[src/rtl/rf_pkg.sv]
// Shared register-file constants and writeback request types.
// Both the writeback arbiter and the register file use these definitions.
package rf_pkg;

  localparam int RF_AW   = 5;
  localparam int RF_DW   = 32;
  localparam int RF_NREG = 32;

  // One register-file write: destination register and its data.
  typedef struct packed {
    logic [RF_AW-1:0] nd;
    logic [RF_DW-1:0] di;
  } wb_req_t;

  // Relative fill order of the two holding slots.
  // AGE_TIE: both slots were filled on the same edge, or fewer than two are valid.
  typedef enum logic [1:0] {
    AGE_TIE  = 2'd0,
    AGE_OLD0 = 2'd1,
    AGE_OLD1 = 2'd2
  } age_t;

endpackage

[src/rtl/rf_wb_slot.sv]
// One-entry writeback holding slot.
// Accepts a write whenever it is empty or being drained in the same cycle, so a
// continuously valid requester can refill it back-to-back.
// Handshake: a write transfers on the posedge where in_valid and ready are both 1.
module rf_wb_slot
  import rf_pkg::*;
#(
  parameter int AW = RF_AW,
  parameter int DW = RF_DW
) (
  input  logic          clk,
  input  logic          rst,
  input  logic          in_valid,
  input  logic [AW-1:0] in_nd,
  input  logic [DW-1:0] in_di,
  input  logic          drain,
  output logic          ready,
  output logic          hold_v,
  output logic [AW-1:0] hold_nd,
  output logic [DW-1:0] hold_di
);

  logic          hold_v_q,  hold_v_d;
  logic [AW-1:0] hold_nd_q, hold_nd_d;
  logic [DW-1:0] hold_di_q, hold_di_d;

  // Ready depends only on held state and the drain decision, never on in_valid.
  always_comb begin
    ready = !hold_v_q || drain;
  end

  // Next slot contents: a new fill wins over a drain of the old entry.
  always_comb begin
    hold_v_d  = hold_v_q;
    hold_nd_d = hold_nd_q;
    hold_di_d = hold_di_q;
    if (in_valid && ready) begin
      hold_v_d  = 1'b1;
      hold_nd_d = in_nd;
      hold_di_d = in_di;
    end else if (drain) begin
      hold_v_d  = 1'b0;
    end
  end

  // Slot registers; reset discards any held write.
  always_ff @(posedge clk or posedge rst) begin
    if (rst) begin
      hold_v_q  <= 1'b0;
      hold_nd_q <= '0;
      hold_di_q <= '0;
    end else begin
      hold_v_q  <= hold_v_d;
      hold_nd_q <= hold_nd_d;
      hold_di_q <= hold_di_d;
    end
  end

  assign hold_v  = hold_v_q;
  assign hold_nd = hold_nd_q;
  assign hold_di = hold_di_q;

endmodule

[src/rtl/regfile_wb_arbiter.sv]
// Register-file writeback arbiter: shares one registered write port (rf_we/rf_nd/rf_di)
// between req0 (ALU/immediate) and req1 (load/multi-cycle), each with a one-entry slot.
// Grant order: the older slot first; on a same-edge fill, req0 first when both target the
// same register (so req1's value is final), otherwise round-robin.
// pend_mask flags registers with a write held or on the port and not yet committed.
// Optional feature macro RF_ZERO_GUARD_EN: writes to r0 are accepted but silently dropped,
// and pend_mask[0] stays 0.
module regfile_wb_arbiter
  import rf_pkg::*;
#(
  parameter int AW   = RF_AW,
  parameter int DW   = RF_DW,
  parameter int NREG = RF_NREG
) (
  input  logic            clk,
  input  logic            rst,
  input  logic [1:0]      req_valid,
  output logic [1:0]      req_ready,
  input  logic [AW-1:0]   req_nd0,
  input  logic [DW-1:0]   req_di0,
  input  logic [AW-1:0]   req_nd1,
  input  logic [DW-1:0]   req_di1,
  output logic            rf_we,
  output logic [AW-1:0]   rf_nd,
  output logic [DW-1:0]   rf_di,
  output logic [NREG-1:0] pend_mask
);

  logic [1:0]    hold_v;
  logic [AW-1:0] hold_nd0, hold_nd1;
  logic [DW-1:0] hold_di0, hold_di1;
  logic [1:0]    grant, drop, elig, drain, fill, next_v;

  age_t          age_q, age_d;
  logic          rr_q, rr_d;
  logic          rf_we_q, rf_we_d;
  logic [AW-1:0] rf_nd_q, rf_nd_d;
  logic [DW-1:0] rf_di_q, rf_di_d;

  rf_wb_slot #(.AW(AW), .DW(DW)) u_slot0 (
    .clk      (clk),
    .rst      (rst),
    .in_valid (req_valid[0]),
    .in_nd    (req_nd0),
    .in_di    (req_di0),
    .drain    (drain[0]),
    .ready    (req_ready[0]),
    .hold_v   (hold_v[0]),
    .hold_nd  (hold_nd0),
    .hold_di  (hold_di0)
  );

  rf_wb_slot #(.AW(AW), .DW(DW)) u_slot1 (
    .clk      (clk),
    .rst      (rst),
    .in_valid (req_valid[1]),
    .in_nd    (req_nd1),
    .in_di    (req_di1),
    .drain    (drain[1]),
    .ready    (req_ready[1]),
    .hold_v   (hold_v[1]),
    .hold_nd  (hold_nd1),
    .hold_di  (hold_di1)
  );

  // Held writes to r0 are discarded without using the port when the guard is built in.
  always_comb begin
`ifdef RF_ZERO_GUARD_EN
    drop[0] = hold_v[0] && (hold_nd0 == '0);
    drop[1] = hold_v[1] && (hold_nd1 == '0);
`else
    drop = 2'b00;
`endif
    elig  = hold_v & ~drop;
    drain = grant | drop;
    fill  = req_valid & req_ready;
  end

  // Pick one eligible slot: oldest first, then same-register order, then round-robin.
  always_comb begin
    grant = 2'b00;
    rr_d  = rr_q;
    case (elig)
      2'b01: grant = 2'b01;
      2'b10: grant = 2'b10;
      2'b11: begin
        if (age_q == AGE_OLD0) begin
          grant = 2'b01;
        end else if (age_q == AGE_OLD1) begin
          grant = 2'b10;
        end else if (hold_nd0 == hold_nd1) begin
          grant = 2'b01;
        end else begin
          grant = rr_q ? 2'b10 : 2'b01;
          rr_d  = !rr_q;
        end
      end
      default: grant = 2'b00;
    endcase
  end

  // Track which slot was filled first; only meaningful while both stay valid.
  always_comb begin
    next_v = fill | (hold_v & ~drain);
    age_d  = age_q;
    if (next_v == 2'b11) begin
      case (fill)
        2'b11:   age_d = AGE_TIE;
        2'b01:   age_d = AGE_OLD1;
        2'b10:   age_d = AGE_OLD0;
        default: age_d = age_q;
      endcase
    end else begin
      age_d = AGE_TIE;
    end
  end

  // Output stage: launch the granted write; address/data hold when idle.
  always_comb begin
    rf_we_d = |grant;
    rf_nd_d = rf_nd_q;
    rf_di_d = rf_di_q;
    if (grant[0]) begin
      rf_nd_d = hold_nd0;
      rf_di_d = hold_di0;
    end else if (grant[1]) begin
      rf_nd_d = hold_nd1;
      rf_di_d = hold_di1;
    end
  end

  // Arbiter and port registers; reset drops rf_we immediately so no partial write occurs.
  always_ff @(posedge clk or posedge rst) begin
    if (rst) begin
      age_q   <= AGE_TIE;
      rr_q    <= 1'b0;
      rf_we_q <= 1'b0;
      rf_nd_q <= '0;
      rf_di_q <= '0;
    end else begin
      age_q   <= age_d;
      rr_q    <= rr_d;
      rf_we_q <= rf_we_d;
      rf_nd_q <= rf_nd_d;
      rf_di_q <= rf_di_d;
    end
  end

  // Pending-write mask decoded from both slots and the write port.
  always_comb begin
    pend_mask = '0;
    for (int r = 0; r < NREG; r++) begin
      pend_mask[r] = (hold_v[0] && (hold_nd0 == AW'(r))) ||
                     (hold_v[1] && (hold_nd1 == AW'(r))) ||
                     (rf_we_q   && (rf_nd_q  == AW'(r)));
    end
`ifdef RF_ZERO_GUARD_EN
    pend_mask[0] = 1'b0;
`endif
  end

  assign rf_we = rf_we_q;
  assign rf_nd = rf_nd_q;
  assign rf_di = rf_di_q;

endmodule

[config.mk]
export PLATFORM = sky130hd
export DESIGN_NAME = regfile_wb_arbiter
export DESIGN_NICKNAME = d
export VERILOG_FILES = /design/src/rtl/rf_pkg.sv /design/src/rtl/rf_wb_slot.sv /design/src/rtl/regfile_wb_arbiter.sv
export SDC_FILE = /design/constraint.sdc
export NUM_CORES = 1
export LEC_CHECK = 0
export ABC_CLOCK_PERIOD_IN_PS = 9200
export BUFFER_PORTS_ARGS = -buffer_cell sky130_fd_sc_hd__buf_2
export CORE_MARGIN = 2
export CORE_UTILIZATION = 58
export DETAILED_ROUTE_END_ITERATION = 6
export PLACE_DENSITY_LB_ADDON = 0.2
export SKIP_LAST_GASP = 1
export SLEW_MARGIN = 10
export SYNTH_ARGS = -nofsm -noshare
export SYNTH_HDL_FRONTEND = slang
export SYNTH_SLANG_ARGS = --single-unit
export TNS_END_PERCENT = 50
[constraint.sdc]
create_clock -name clk -period 9.2 [get_ports clk]
set_input_delay 0 -clock clk [delete_from_list [all_inputs] [get_ports clk]]
set_output_delay 0 -clock clk [all_outputs]
set_load 0.02 [all_outputs]
; Yosys cells after proc, flatten, opt, wreduce, memory -nomap -nowiden
; Cells that the tools add are included.
[word_totals]
register_bits = 117
latchBits = 0
ramBits = 0
romBits = 0
inputBits = 78
word_cells = 312
n_memories = 0
[op_classes]
n_addsub = 0
multipliers = 0
div = 0
n_lt_le_gt_ge = 0
eq_ne = 104
shift = 0
mux = 15
bitwise = 7
reduce_logical = 175
[op_table]
columns = cell, n
row1 = "5-bit == test, second input constant", 48
row2 = "5-bit by 4-bit == test with 1-bit output, second input constant", 24
row3 = 1-bit logical AND, 98
row4 = 1-bit logical OR, 66
row5 = 32-bit two-way mux, 2
row6 = "5-bit by 3-bit == test with 1-bit output, second input constant", 12
row7 = "5-bit by 2-bit == test with 1-bit output, second input constant", 6
row8 = "5-bit by 1-bit == test with 1-bit output, second input constant", 3
row9 = 5-bit zero test, 3
row10 = "2-bit == test, second input constant", 6
row11 = 2-bit one-hot mux with 3 select lines, 2
row12 = 2-bit two-way mux, 5
row13 = 5-bit two-way mux, 2
row14 = "2-bit by 1-bit == test with 1-bit output, second input constant", 3
row15 = 2-bit nonzero test, 3
row16 = 5-bit == test, 1
row17 = 2-bit AND, 2
row18 = 1-bit two-way mux, 4
row19 = "4-bit by 1-bit != test with 1-bit output, second input constant", 1
row20 = 4-bit AND reduction, 1
row21 = 1-bit zero test, 3
row22 = 1-bit inverter, 3
row23 = 2-bit inverter, 1
row24 = 2-bit OR, 1
row25 = 2-bit OR reduction, 1

; Logic depth before layout (Yosys ltp)
[logic_depth]
depth_word = 10
ltp_mapped = 8
ltp_nobuf = 5

; By module
; From an unflattened synthesis, not the netlist that was laid out.
[hier_totals]
cells_unflattened = 521
area_unflattened_um2 = 6167.2
[modules_own_cells]
columns = module, instances, cells_each, area_per_inst_um2
row1 = rf_wb_slot, 2, 82, 1576.5
row2 = regfile_wb_arbiter, 1, 357, 3014.1

; Least setup slack after synthesis
; Ideal clock, no wire load.
[synth_path]
path_kind = register to register
start = register u_slot1.hold_nd_q[0], in the netlist u_slot1.hold_nd[0]
end = register u_slot1.hold_di_q[0], in the netlist u_slot1.hold_di[0]
setup_ps = 125
arrival_ps = 1873
required_ps = 9075
slack_ps = 7202
stages_incl_launch_ff = 8
n_path_buf = 2
synth_period_minus_slack_ps = 1998
cell_sequence = dfrtp_1 buf_6 xor2_2 nor3_4 a31oi_4 o21ai_4 buf_6 mux2_4
[synth_between]
elab_chain_cells = 7
[synth_rtl]
columns = item, line_no
row1 = "start, declared", rf_wb_slot.sv:24  ; logic [AW-1:0] hold_nd_q, hold_nd_d;
row2 = "start signal, assigned", rf_wb_slot.sv:54  ; hold_nd_q <= hold_nd_d;
row3 = 5-bit == test, regfile_wb_arbiter.sv:91  ; end else if (hold_nd0 == hold_nd1) begin
row4 = 2-bit two-way mux, regfile_wb_arbiter.sv:91
row5 = 2-bit two-way mux, regfile_wb_arbiter.sv:89  ; end else if (age_q == AGE_OLD1) begin
row6 = 2-bit two-way mux, regfile_wb_arbiter.sv:87  ; if (age_q == AGE_OLD0) begin
row7 = 2-bit one-hot mux with 3 select lines, regfile_wb_arbiter.sv:83  ; case (elig)
row8 = 1-bit logical OR, rf_wb_slot.sv:29  ; ready = !hold_v_q || drain;
row9 = 1-bit logical AND, rf_wb_slot.sv:37  ; if (in_valid && ready) begin
row10 = "end signal, assigned", rf_wb_slot.sv:55  ; hold_di_q <= hold_di_d;
row11 = "end, declared", rf_wb_slot.sv:25  ; logic [DW-1:0] hold_di_q, hold_di_d;
; Every way passes these cells.
; A chain may end at the register's enable or synchronous reset.

; Final worst setup path
[layout_path]
start = register u_slot0.hold_nd_q[2], in the netlist u_slot0.hold_nd[2]
end = register u_slot0.hold_di_q[26], in the netlist u_slot0.hold_di[26]
[layout_between]
elab_chain_cells = 7
[layout_rtl]
columns = item, line_no
row1 = "start, declared", rf_wb_slot.sv:24
row2 = "start signal, assigned", rf_wb_slot.sv:54
row3 = 5-bit == test, regfile_wb_arbiter.sv:91
row4 = 2-bit two-way mux, regfile_wb_arbiter.sv:91
row5 = 2-bit two-way mux, regfile_wb_arbiter.sv:89
row6 = 2-bit two-way mux, regfile_wb_arbiter.sv:87
row7 = 2-bit one-hot mux with 3 select lines, regfile_wb_arbiter.sv:83
row8 = 1-bit logical OR, rf_wb_slot.sv:29
row9 = 1-bit logical AND, rf_wb_slot.sv:37
row10 = "end signal, assigned", rf_wb_slot.sv:55
row11 = "end, declared", rf_wb_slot.sv:25
; Every way passes these cells.

==> flow_metrics.env <==
export IMPL_r2r_start="u_slot0.hold_nd[2]$_DFFE_PP0N_"
export IMPL_crit_required_ns=9.60
export IMPL_die_x_um=105.0
export IMPL_synth_top_cell_area_share_pct=49.49
export IMPL_r2r_slack_ns=6.17
export IMPL_grt_pass1_vias=5391
export IMPL_cts_tree="yes"
export IMPL_dieArea_mm2=0.01102
export IMPL_status="complete, no violations"
export IMPL_dr_pass1_iters=5
export IMPL_routedWlPerCell_um=22.90
export IMPL_yosys_area_top_type="dfrtp_1"
export IMPL_netlist_area_mm2=0.005916
export IMPL_clock_sinks=117
export IMPL_ys_warn_count=0
export IMPL_grt_pass1_wl_mm=30.30
export IMPL_clockBufferDepth=2
export IMPL_cts_resized=0
export IMPL_fin_crit_ns=3.028
export IMPL_ys_seq_elements=117
export IMPL_post_cts_setup_buffers=0
export IMPL_grt_max_degree=73
export IMPL_viasPerCell=6.123
export IMPL_synth_top_cells_by_area="dfrtp_1 49%, mux2_4 15%, a221o_1 6.6%"
export IMPL_leakagePower_nw=4.019
export IMPL_period_share_pct=32.92
export IMPL_synth_edf_count=0
export IMPL_postRouteAntennaNets=0
export IMPL_dpl_hpwl_mm=10.19
export IMPL_core_area_mm2=0.009819
export IMPL_fp_row_count=36
export IMPL_cts_buffers=17
export IMPL_drc=0
export IMPL_nNetsFinal=779
export IMPL_max_freq_mhz=330.2
export IMPL_setup_viol=0
export IMPL_maxSlewHeadroom_pct=21.15
export IMPL_syn_to_final_growth_pct=35.51
export IMPL_place_congestion=0.9733
export IMPL_cp_end_kind="register"
export IMPL_fillCellCount=540
export IMPL_htree_levels=4
export IMPL_ir_drop_uv=223.0
export IMPL_grt_use_total_pct=36.12
export IMPL_clk_latency_ns=0.52
export IMPL_slew_violations=0
export IMPL_syn_area_per_cell_um2=12.22
export IMPL_tightest_slew_ns=1.180
export IMPL_tns_ns=0
export IMPL_synthFlopType="dfrtp_1"
export IMPL_finalCoreUtilization_pct=81.64
export IMPL_critPathLaunchType="register"
export IMPL_cp_max_fo=26
export IMPL_netlist_top_cells_count="117 x dfrtp_1, 64 x nand2_1, 60 x mux2_4, 39 x a221o_1, 37 x and3_1"
export IMPL_overflow=0
export IMPL_antenna_found_initial=1
export IMPL_finalHoldViolCount=0
export IMPL_synthCells=484
export IMPL_drive_gt1_share_pct=38.52
export IMPL_ioPinCount=150
export IMPL_num_vias=5192
export IMPL_port_buffers=149
export IMPL_root_buffer="clkbuf_8"
export IMPL_worst_hold_slack_ns=0.09703
export IMPL_power_density_mw_per_mm2=338.7
export IMPL_syn_num_nets=562
export IMPL_arrival_ns=3.43
export IMPL_critPathKind="reg -> reg"
export IMPL_async_flop_share_pct=100.0
export IMPL_floorplan_initialDensity_pct=60.24
export IMPL_die_height_um=105.0
export IMPL_yosysMostFrequentCell="dfrtp_1"
export IMPL_drv_cap=0
export IMPL_min_path_type="in -> async"
export IMPL_yosys_cell_types_count=44
export IMPL_r2r_end="u_slot0.hold_di[26]$_DFFE_PP0N_"
export IMPL_routed_wl_mm=19.42
export IMPL_clkTransAtPathRegs_ns=0.06
export IMPL_fin_worst_skew_ns=0.01200
export IMPL_drtIter0Drc=460
export IMPL_rsz0062_at_grt="false"
export IMPL_worst_r2r_cell_count=6
export IMPL_yosysSeqAreaShare_pct=49.49
worst max-delay path by stage:
stage | startpoint | to | slack [ns] | cells past startpoint
after floorplan | rst | age_q[0]$_DFFE_PP0P_ | 6.10 | 1
after global placement | u_slot0.hold_nd[2]$_DFFE_PP0N_ | u_slot0.hold_di[31]$_DFFE_PP0N_ | 6.45 | 6
after detailed placement | u_slot0.hold_nd[2]$_DFFE_PP0N_ | u_slot0.hold_di[31]$_DFFE_PP0N_ | 6.34 | 6
after CTS | u_slot0.hold_nd[0]$_DFFE_PP0N_ | u_slot0.hold_di[31]$_DFFE_PP0N_ | 6.32 | 6
after global routing | u_slot0.hold_nd[2]$_DFFE_PP0N_ | u_slot0.hold_di[28]$_DFFE_PP0N_ | 6.10 | 6
final | u_slot0.hold_nd[2]$_DFFE_PP0N_ | u_slot0.hold_di[26]$_DFFE_PP0N_ | 6.17 | 6
critical path: stages (launching register included):
cell      delay, ns
dfrtp_1        0.52
xor2_2         0.25
nor3_4         0.39
a311oi_2       0.27
nor2b_4        0.50
buf_4          0.53
mux2_2         0.41
cell usage in the layout, fill, tap and decap left out, types with 3 or more instances in the layout:
cell type,Yosys,final
a221o_1,39,39
a222oi_1,3,3
a22oi_1,21,21
a32oi_1,6,6
and2_1,3,3
and3_1,37,37
buf_2,2,149
buf_4,2,4
clkbuf_16,0,16
clkbuf_8,0,4
clkinv_2,0,3
clkinv_4,0,3
dfrtp_1,117,117
dlygate4sd3_1,0,81
inv_1,8,7
mux2_2,14,14
mux2_4,60,60
nand2_1,64,64
nand2b_1,9,9
nor2_1,22,21
nor2b_1,9,8
nor3_1,8,8
xor2_1,3,3
xor2_2,3,3
per-stage QoR:
step | area [um2] | setup slack, ns | power (mW) | cells
final | 8016 | 6.172 | 2.716 | 848
after global routing | 8016 | 6.105 | 2.819 | 848
after CTS | 8014 | 6.320 | 2.632 | 847
after detailed placement | 6619 | 6.344 | 1.937 | 734
after global placement | 6619 | 6.446 | 1.904 | 734
after floorplan | 5916 | 6.099 | 1.662 | 484
registers in the layout (all words and copies together) (netlist names):
name,flops
u_slot1.hold_nd,5
rr_q,1
u_slot0.hold_v,1
u_slot0.hold_di,32
u_slot1.hold_v,1
rf_di,32
rf_nd,5
u_slot0.hold_nd,5
u_slot1.hold_di,32
rf_we,1
age_q,2
power by group:
group | total (mW) | internal, mW | switching [mW]
clock | 0.663 | 0.408 | 0.255
combinational | 1.14 | 0.492 | 0.650
sequential | 0.911 | 0.716 | 0.195
repair_timing:
| action | in CTS | in global routing |
|---|---|---|
| hold buffers | 81 | 0 |
| setup endpoints to repair | 0 | 0 |
| endpoints found under the hold margin | 123 | 0 |
metal layers:
layer	track usage, %	part of all wire (%)
met1	43.48	37
met2	60.81	51
met3	8.858	7.8
met4	17.33	4.4
met5	0	0
final cells by class:
| cell class | instances | area (um2) | area share (%) |
|---|---|---|---|
| antenna | 1 | 2.502 | 0.03122 |
| multi-input combinational | 323 | 2716 | 33.88 |
| clock inverter | 11 | 125.1 | 1.561 |
| inverter | 8 | 32.53 | 0.4058 |
| sequential | 117 | 2928 | 36.52 |
| clock buffer | 21 | 459.2 | 5.728 |
| timing repair buffer | 234 | 1587 | 19.79 |
| tap | 133 | 166.4 | 2.076 |
logic make-up after synthesis:
| group | count (synthesis) | synth area share (%) |
|---|---|---|
| AND/OR/NAND/NOR | 163 | 13.71 |
| AO/OA/AOI/OAI | 79 | 12.63 |
| buffers and inverters | 44 | 4.844 |
| multiplexers | 75 | 18.06 |
| flip-flops | 117 | 49.49 |
| XOR/XNOR | 6 | 1.269 |
Power figures use the tool's default switching activity.
